$ cat src/rtl/modo_primitivo.sv
// Purpose : level tracker (0..LEVEL_MAX) for the primitive mode; counts filtered rising edges of the level-up request.
// Latency : Nivel steps on the (FILTER_CYCLES+3)-th clk edge after the request is first sampled high.
// Backpress: none; a rise seen while activo=0 or at LEVEL_MAX is dropped, never queued.
//
// Ports:
//   clk                 system clock, rising edge
//   B_reset             synchronous active-low reset
//   Entrada_Sube_Nivel  asynchronous/noisy level-up request
//   activo              1 = this mode owns the level
//   Nivel[1:0]          current level, registered
//
// Optional build macro: MODO_PRIMITIVO_DECAY_EN
//   When defined, Nivel loses one step after DECAY_CYCLES idle cycles with activo=1.
module modo_primitivo #(
    parameter int FILTER_CYCLES = 4,
    parameter int LEVEL_MAX     = 3,
    parameter int DECAY_CYCLES  = 1000
) (
    input  logic       clk,
    input  logic       B_reset,
    input  logic       Entrada_Sube_Nivel,
    input  logic       activo,
    output logic [1:0] Nivel
);

    // Catch illegal parameter combinations at elaboration time.
    if (FILTER_CYCLES < 1 || LEVEL_MAX < 0 || LEVEL_MAX > 3 || DECAY_CYCLES < 1) begin : g_bad_param
        $error("modo_primitivo: illegal parameter value");
    end

    localparam int              CW      = $clog2(FILTER_CYCLES + 1);
    localparam logic [CW-1:0]   FC_LAST = CW'(FILTER_CYCLES - 1);
    localparam logic [1:0]      LVL_MAX = 2'(LEVEL_MAX);

    logic          sync1;
    logic          sync2;
    logic          filtered;
    logic          filtered_prev;
    logic [CW-1:0] flt_cnt;
    logic          rise;
    logic          level_up;

    assign rise     = filtered & ~filtered_prev;
    assign level_up = rise & activo & (Nivel < LVL_MAX);

`ifdef MODO_PRIMITIVO_DECAY_EN
    localparam int            TW         = $clog2(DECAY_CYCLES) + 1;
    localparam logic [TW-1:0] DECAY_LAST = TW'(DECAY_CYCLES - 1);

    logic [TW-1:0] decay_tmr;
`endif

    always_ff @(posedge clk) begin
        if (!B_reset) begin
            sync1         <= 1'b0;
            sync2         <= 1'b0;
            filtered      <= 1'b0;
            filtered_prev <= 1'b0;
            flt_cnt       <= '0;
            Nivel         <= 2'd0;
`ifdef MODO_PRIMITIVO_DECAY_EN
            decay_tmr     <= '0;
`endif
        end else begin
            sync1 <= Entrada_Sube_Nivel;
            sync2 <= sync1;

            // The filtered level only follows sync2 once it has disagreed for
            // FILTER_CYCLES consecutive cycles; any agreement restarts the count.
            if (sync2 == filtered) begin
                flt_cnt <= '0;
            end else if (flt_cnt == FC_LAST) begin
                filtered <= sync2;
                flt_cnt  <= '0;
            end else begin
                flt_cnt <= flt_cnt + 1'b1;
            end

            // Tracks regardless of activo so a rise that happened while the
            // mode was inactive is consumed rather than seen later.
            filtered_prev <= filtered;

`ifdef MODO_PRIMITIVO_DECAY_EN
            // Level-up has priority over decay; both restart the idle timer.
            if (level_up) begin
                Nivel     <= Nivel + 2'd1;
                decay_tmr <= '0;
            end else if (!activo || Nivel == 2'd0) begin
                decay_tmr <= '0;
            end else if (decay_tmr == DECAY_LAST) begin
                Nivel     <= Nivel - 2'd1;
                decay_tmr <= '0;
            end else begin
                decay_tmr <= decay_tmr + 1'b1;
            end
`else
            if (level_up) begin
                Nivel <= Nivel + 2'd1;
            end
`endif
        end
    end

endmodule

$ cat config.mk
export PLATFORM = sky130hd
export DESIGN_NAME = modo_primitivo
export DESIGN_NICKNAME = d
export VERILOG_FILES = /design/src/rtl/modo_primitivo.sv
export SDC_FILE = /design/constraint.sdc
export NUM_CORES = 1
export LEC_CHECK = 0
export ABC_AREA = 1
export CORE_AREA = 2 2 39 41
export CTS_BUF_LIST = sky130_fd_sc_hd__clkbuf_4 sky130_fd_sc_hd__clkbuf_8
export CTS_CLUSTER_DIAMETER = 150
export DETAILED_ROUTE_END_ITERATION = 16
export DIE_AREA = 0 0 41 43
export GPL_TIMING_DRIVEN = 0
export HOLD_SLACK_MARGIN = 0.02
export SYNTH_ARGS = -nofsm -noshare
export SYNTH_HDL_FRONTEND = slang
export SYNTH_SLANG_ARGS = --single-unit
$ cat constraint.sdc
create_clock -name clk -period 1.3 [get_ports clk]
set_clock_uncertainty 0.15 [all_clocks]
set_input_delay 0.13 -clock clk [delete_from_list [all_inputs] [get_ports clk]]
set_output_delay 0.13 -clock clk [all_outputs]
set_load 0.05 [all_outputs]
==> summary.md, run 1 <==
| Metric | Value |
|---|---|
| GRT Overall Usage | `8.48%` |
| Total power | `536 uW` |
| Seq/Total Area, Yosys | `a little over half` |
| Leak | `0.211 nW` |
| Max FO, Critical Path | `4` |
| Final period util | `just under 100%` |
| Layout cell share with drive strength beyond 1 | `22.0%` |
| Pwr dens | `1190 mW/mm^2` |
| Die X | `41 um` |
| Syn_area_per_cell | `8.33 um^2` |
| Placement Cell Area | `414 um^2` |
| Chip Height | `43 um` |
| Starting Density | `24.7%` |
| Port Buf Inserts | `5` |
| Maximum root-to-sink buffer count | `2` |
| Fin crit period | `~1.3 ns` |
| Status | `complete, no violations` |
| Final Core Density | `between 30 and 40%` |
| Total Wirelength | `524 um` |
| Routed len/inst | `7.94 um` |
| Initial antenna violation count | `0` |
| Dpl cells | `between 60 and 70` |
| Via count | `275` |
| Max frequency | `793 MHz` |
| Worst-path cell chain | `clkdlybuf4s18_2` |
| Drt first pass iters | `3` |
| # fillers | `roughly 160` |
| Global placer's final weighted congestion | `0.576` |
| Clock Root Buffer | `clkbuf_4` |
| Grt ovf | `0` |
| Critical path required time | `slightly above 1 ns` |
| Post-Place Worst Slack | `-0.113 ns` |
| Synth Net Count | `48` |
| Final-report hold violation count | `0` |
| Startpoint Class | `register` |
| Area growth syn-to-layout | `32.2%` |
| Post-route setup TNS | `0 ns` |
| Synthesis warning total | `0` |
| Mapped Cells | `between 40 and 50` |
| CP max stage cell | `clkdlybuf4s18_2` |
| Core box area | `0.00138 mm^2` |
| Buffers & Inverters on Critical Path | `1` |
| Yosys reg bits | `9` |
| Vias per cell | `4.17` |
| Nets | `a little under 60` |
| Clock-pin transition on the worst setup and hold timing paths | `0.06 ns` |
| Remaining antenna violation count | `0` |
| Later-pin clock latency in the skew report | `between 0.2 and 0.3 ns` |
| WP data arrival | `0.98 ns` |
| CTS sink cnt | `9` |
| Max Cap Viol | `0` |
| Peak supply drop | `~0.55 mV` |
| Final setup margin | `0.0383 ns` |
| Synth Cell Area | `342 um^2` |
| Number of CTS-inserted buffers | `3` |
| Slew @ Worst Pin | `0.276 ns` |
| Vias in the first global route | `244` |
| Pin count of the biggest net entering global routing | `8` |
| DRC violations left | `0` |
| Netlist cell types | `10` |
| WS Path Type | `reg2out` |
| Slowest stage delay, CP | `0.37 ns` |
| Placement Rows | `14` |
| Crit path capture type | `output pin` |
| CTS tree | `built` |
| Crit-path leading delay family | `buffers and inverters` |
| Num ports | `6` |
| Design area | `452 um^2` |
| First-pass GRT wire length | `between 800 and 900 um` |
| Cts hold-fix bufs | `0` |
| RSZ-0062 raised after global routing | `no` |
| Relative slew slack | `81.7%` |
| HP Class | `in2reg` |
| Die area | `approximately 0.0018 mm^2` |
| Most frequent cells in the layout | `inv_1, dfxtp_1, nand2_1, nor2_1, clkbuf_4` |
| N_diodes | `0` |
| Final setup viols | `0` |
| DP HPWL | `approximately 380 um` |
| Count of pins over their slew limit | `0` |
| Final non-filler cell total | `66` |
| H-tree levels | `1` |
| Commonest non-fill, non-tap cell in the layout | `inv_1` |
| Final hold slack | `0.252 ns` |
| Number of DRC markers in iteration 0 | `2` |
==> synth_stat cells (all sizes together) <==
cell | number | share of area (%)
nand2 | 7 | 8.4
nor2 | 6 | 6.6
o21a | 1 | 2.2
o21ai | 1 | 1.5
ha | 3 | 11
inv | 8 | 8.8
dfxtp | 9 | 53
nand3 | 2 | 2.9
a21oi | 4 | 5.9
==> flip-flops by register name, summed over array words and instances, names as in the netlist <==
signal,flops
Nivel,2
filtered,1
filtered_prev,1
flt_cnt,3
sync1,1
sync2,1
==> cell families (layout without fill, tap and decap cells) <==
group / count (synthesis) / after routing / share of synthesized area, %
flops: 9 / 9 / 52.7
compound gates: 6 / 6 / 9.52
buf+inv: 8 / 17 / 8.79
fa+ha+maj: 3 / 3 / 11.0
simple gates: 15 / 15 / 17.9
==> worst register-to-register path, cell delays in order (launching register included) <==
cell     delay [ns]
dfxtp_2        0.33
ha_1           0.19
nor2_1         0.19
nand3_1        0.10
nand2_1        0.06
nor2_1         0.04
==> what timing repair did <==
action / CTS / global route
pin swaps: 0 / 0
endpoints found under the setup margin: 2 / 4
buffers inserted: 0 / 0
resized for setup: 6 / 3
endpoints found under the hold margin: 0 / 0
==> power breakdown <==
| part | internal, mW | switching [mW] |
|---|---|---|
| Combinational | 0.0111 | 0.00762 |
| Sequential | 0.280 | 0.00187 |
| Clock | 0.139 | 0.0965 |
| Total | 0.430 | 0.106 |
==> worst paths after layout <==
path / start / to / slack (ns) / depth (start not counted)
worst max-delay path: Nivel[0] / Nivel[0] / 0.04 / 1
worst min-delay path: Entrada_Sube_Nivel / sync1 / 0.25 / 3
worst max register to register: Nivel[0] / Nivel[0] / 0.12 / 5
worst min register to register: sync1 / sync2 / 0.26 / 2
==> cell type report <==
class | instances | area [um^2] | area share (%)
Sequential cell | 9 | 183 | 40.4
Multi-Input combinational cell | 24 | 138 | 30.5
Timing Repair Buffer | 5 | 51.3 | 11.4
Clock buffer | 4 | 30.0 | 6.65
Inverter | 8 | 30.0 | 6.65
Tap cell | 16 | 20.0 | 4.43
==> metal layers <==
| layer | vias to the layer above | part of all wire (%) | GRT usage, % | wire [um] |
|---|---|---|---|---|
| li1 | 145 | - | - | - |
| met1 | 119 | 43 | 8.50 | 226 |
| met2 | 9 | 43 | 10.6 | 226 |
| met3 | 2 | 12 | 7.85 | 62 |
| met4 | 0 | 1.7 | 6.00 | 9 |
| met5 | - | 0 | 0 | 0 |
(Power assumes the default switching activity.)
==> inputs of run 2 (changes only) <==
- HOLD_SLACK_MARGIN: 0.02 -> 0.12
==> results of run 2 <==
Final layout, timing and power as in run 1 (identical DEF).
==> inputs of run 3 (changes only) <==
- GPL_TIMING_DRIVEN: 0 -> unset
==> run 3 against run 2 <==
  * Die area did not move
  * Fmax rose by 4.0%
  * Sequential power about the same
  * Core utilization grew 1.7 points
  * Hold slack better by 0.00072 ns
  * Largest power group unchanged
  * Flip-flop and latch count unchanged
  * First-iteration DRC count decreased by 100%
  * Global-route usage fell by 1.8 points
  * Sequential share of layout area fell by 2.0 points
  * Cell count increased by 1.5%
==> summary.md, run 3 (same netlist as run 1, synthesis figures left out) <==
| Metric | Value |
|---|---|
| Buffers & Inverters on Critical Path | `0 (-1)` |
| HP Class | `in2reg` |
| Relative slew slack | `83.9% (+2.2 points)` |
| P_sw | `100 uW (-5.4%)` |
| Internal power | `431 uW (+0.36%)` |
| Most Frequent Cell on Critical Path | `nor2_1` |
| # fillers | `141 (-9.0%)` |
| Slowest stage delay, CP | `0.35 ns (-0.02 ns)` |
| Status | `complete, no violations` |
| Area growth syn-to-layout | `39.2%` |
| CTS sink cnt | `9 (unchanged)` |
| Hold depth | `3 (unchanged)` |
| Nets | `59 (+1.7%)` |
| Routed len/inst | `7.10 um (-11%)` |
| Vias per cell | `3.97 (-4.7%)` |
| Placement Rows | `14 (unchanged)` |
| Count of pins over their slew limit | `0 (unchanged)` |
| Grt ovf | `0 (unchanged)` |
| RSZ-0062 raised after global routing | `no` |
| Comb power frac | `3.9% (+0.4 points)` |
| Setup slack, reg-to-reg | `0.09 ns (-0.03 ns)` |
| Number of DRC markers in iteration 0 | `0 (-2)` |
| Reg2reg start | `Nivel[0]` |
| GRT Overall Usage | `6.66% (-1.8 points)` |
| Fin crit period | `1.21 ns (-0.0484 ns)` |
| H-tree levels | `1 (unchanged)` |
| Final Core Density | `34.4% (+1.7 points)` |
| Port Buf Inserts | `5 (unchanged)` |
| Starting Density | `24.7% (unchanged)` |
| Cts hold-fix bufs | `0 (unchanged)` |
| Busiest grt layer | `met2` |
| Worst flop-to-flop path endpoint | `Nivel[0]` |
| Largest Register | `flt_cnt` |
| Postcts setup bufs | `0 (unchanged)` |
| Max FO, Critical Path | `4 (unchanged)` |
| Biggest regs | `flt_cnt x3, Nivel x2` |
| N_diodes | `0 (unchanged)` |
| Switching part of the total | `18.9% (-0.92 points)` |
| Global placer's final weighted congestion | `0.642 (+11%)` |
| CTS tree | `built` |
| Clock Root Buffer | `clkbuf_4` |
| Startpoint Class | `register` |
| Peak supply drop | `0.568 mV (+2.4%)` |
| CP max stage cell | `dfxtp_2` |
| DP HPWL | `349 um (-8.0%)` |
| Crit-path leading delay family | `simple AND/OR/NAND/NOR gates` |
| Post-route setup TNS | `0 ns (unchanged)` |
| Num ports | `6 (unchanged)` |
| Max Cap Viol | `0 (unchanged)` |
| Reg power frac | `53.0% (+0.5 points)` |
| Met1 usage | `5.88% (-2.6 points)` |
| Die X | `41 um (unchanged)` |
| Drt first pass iters | `1 (-2)` |
| Final non-filler cell total | `67 (+1.5%)` |
| Critical path required time | `1.30 ns (+0.28 ns)` |
| Core box area | `0.00138 mm^2 (unchanged)` |
| WS Path Type | `reg2reg` |
| Leak | `0.225 nW (+6.7%)` |
| Worst-path cell chain | `ha_1, nor2_1, nand3_1, nand2_1, nor2_1` |
| Remaining antenna violation count | `0 (unchanged)` |
| Final period util | `93.3% (-3.7 points)` |
| Max reg flops | `3 (unchanged)` |
| Quantity of gates resized following cts | `0 (-6)` |
| Slew @ Worst Pin | `0.241 ns (-0.0350 ns)` |
| Chip Height | `43 um (unchanged)` |
| M3 GR Usage | `6.28% (-1.6 points)` |
| Most frequent cells in the layout | `inv_1, dfxtp_1, nand2_1, nor2_1, clkbuf_4` |
| Vias in the first global route | `208 (-15%)` |
| M2 GR Usage | `9.38% (-1.2 points)` |
| Hold Crit Endpoint | `sync1` |
| Final setup viols | `0 (unchanged)` |
| Pwr dens | `1120 mW/mm^2 (-5.7%)` |
| Clock power frac | `43.2% (-0.8 points)` |
| Crit path capture type | `register` |
| Initial antenna violation count | `0 (unchanged)` |
| Layout cell share with drive strength beyond 1 | `21.6% (-0.43 points)` |
| Via count | `266 (-3.3%)` |
| R2R cell count | `5 (unchanged)` |
| WP data arrival | `1.21 ns (+0.23 ns)` |
| Later-pin clock latency in the skew report | `0.26 ns (about the same)` |
| Clock-pin transition on the worst setup and hold timing paths | `0.06 ns (about the same)` |
| Maximum root-to-sink buffer count | `2 (unchanged)` |
| Total Wirelength | `476 um (-9.2%)` |
| Max frequency | `824 MHz (+4.0%)` |
| Commonest non-fill, non-tap cell in the layout | `inv_1` |
| Pin count of the biggest net entering global routing | `7 (-1)` |
| Number of CTS-inserted buffers | `3 (unchanged)` |
| DRC violations left | `0 (unchanged)` |
| Hold Crit Start | `Entrada_Sube_Nivel` |
| Final-report hold violation count | `0 (unchanged)` |
| Dpl cells | `63 (+1.6%)` |
| Die area | `0.00176 mm^2 (unchanged)` |
| First-pass GRT wire length | `717 um (-19%)` |
[run 3: final cells by class]
type                            count  area, um^2  area share, %
Clock buffer                        4        30.0           6.32
Inverter                            8        30.0           6.32
Multi-Input combinational cell     24         135           28.4
Sequential cell                     9         183           38.4
Tap cell                           16        20.0           4.21
Timing Repair Buffer                6        77.6           16.3
[run 3: how the worst max path moves through the flow]
| stage | from | end | depth (start not counted) |
|---|---|---|---|
| CTS | flt_cnt[0] | flt_cnt[2] | 5 |
| finish | Nivel[0] | Nivel[0] | 5 |
| detailed placement | B_reset | flt_cnt[2] | 4 |
| global placement | flt_cnt[0] | flt_cnt[0] | 5 |
| floorplan | Nivel[0] | Nivel[0] | 5 |
| global route | flt_cnt[0] | flt_cnt[2] | 5 |
[run 3: power groups by stage]
stage | sequential (mW) | combinational (mW) | clock (mW)
3_3_place_gp | 0.287 | 0.0205 | 0
6_report | 0.282 | 0.0205 | 0.229
2_1_floorplan | 0.287 | 0.00636 | 0
3_5_place_dp | 0.288 | 0.0208 | 0
4_1_cts | 0.281 | 0.0209 | 0.242
5_1_grt | 0.282 | 0.0226 | 0.254
[run 3: worst min-delay path: stages]
cell and delay, ns:
clkdlybuf4s50_1 0.39, nand2_1 0.06, inv_1 0.03
[run 3: per-layer routing]
metal | vias up | part of all wire [%]
li1 | 146 | -
met1 | 111 | 46
met2 | 9 | 42
met3 | 0 | 12
met4 | 0 | 0
met5 | - | 0
[run 3: per-stage QoR]
stage / power, mW / area [um^2] / hold WS [ns] / worst slack (ns)
after floorplan: 0.294 / 344 / 0.0735 / 0.0625
after global placement: 0.308 / 442 / 0.245 / 0.0689
after detailed placement: 0.308 / 442 / 0.252 / 0.0539
after CTS: 0.544 / 472 / 0.244 / 0.0602
after global routing: 0.558 / 475 / 0.252 / 0.00164
final: 0.532 / 475 / 0.253 / 0.0867
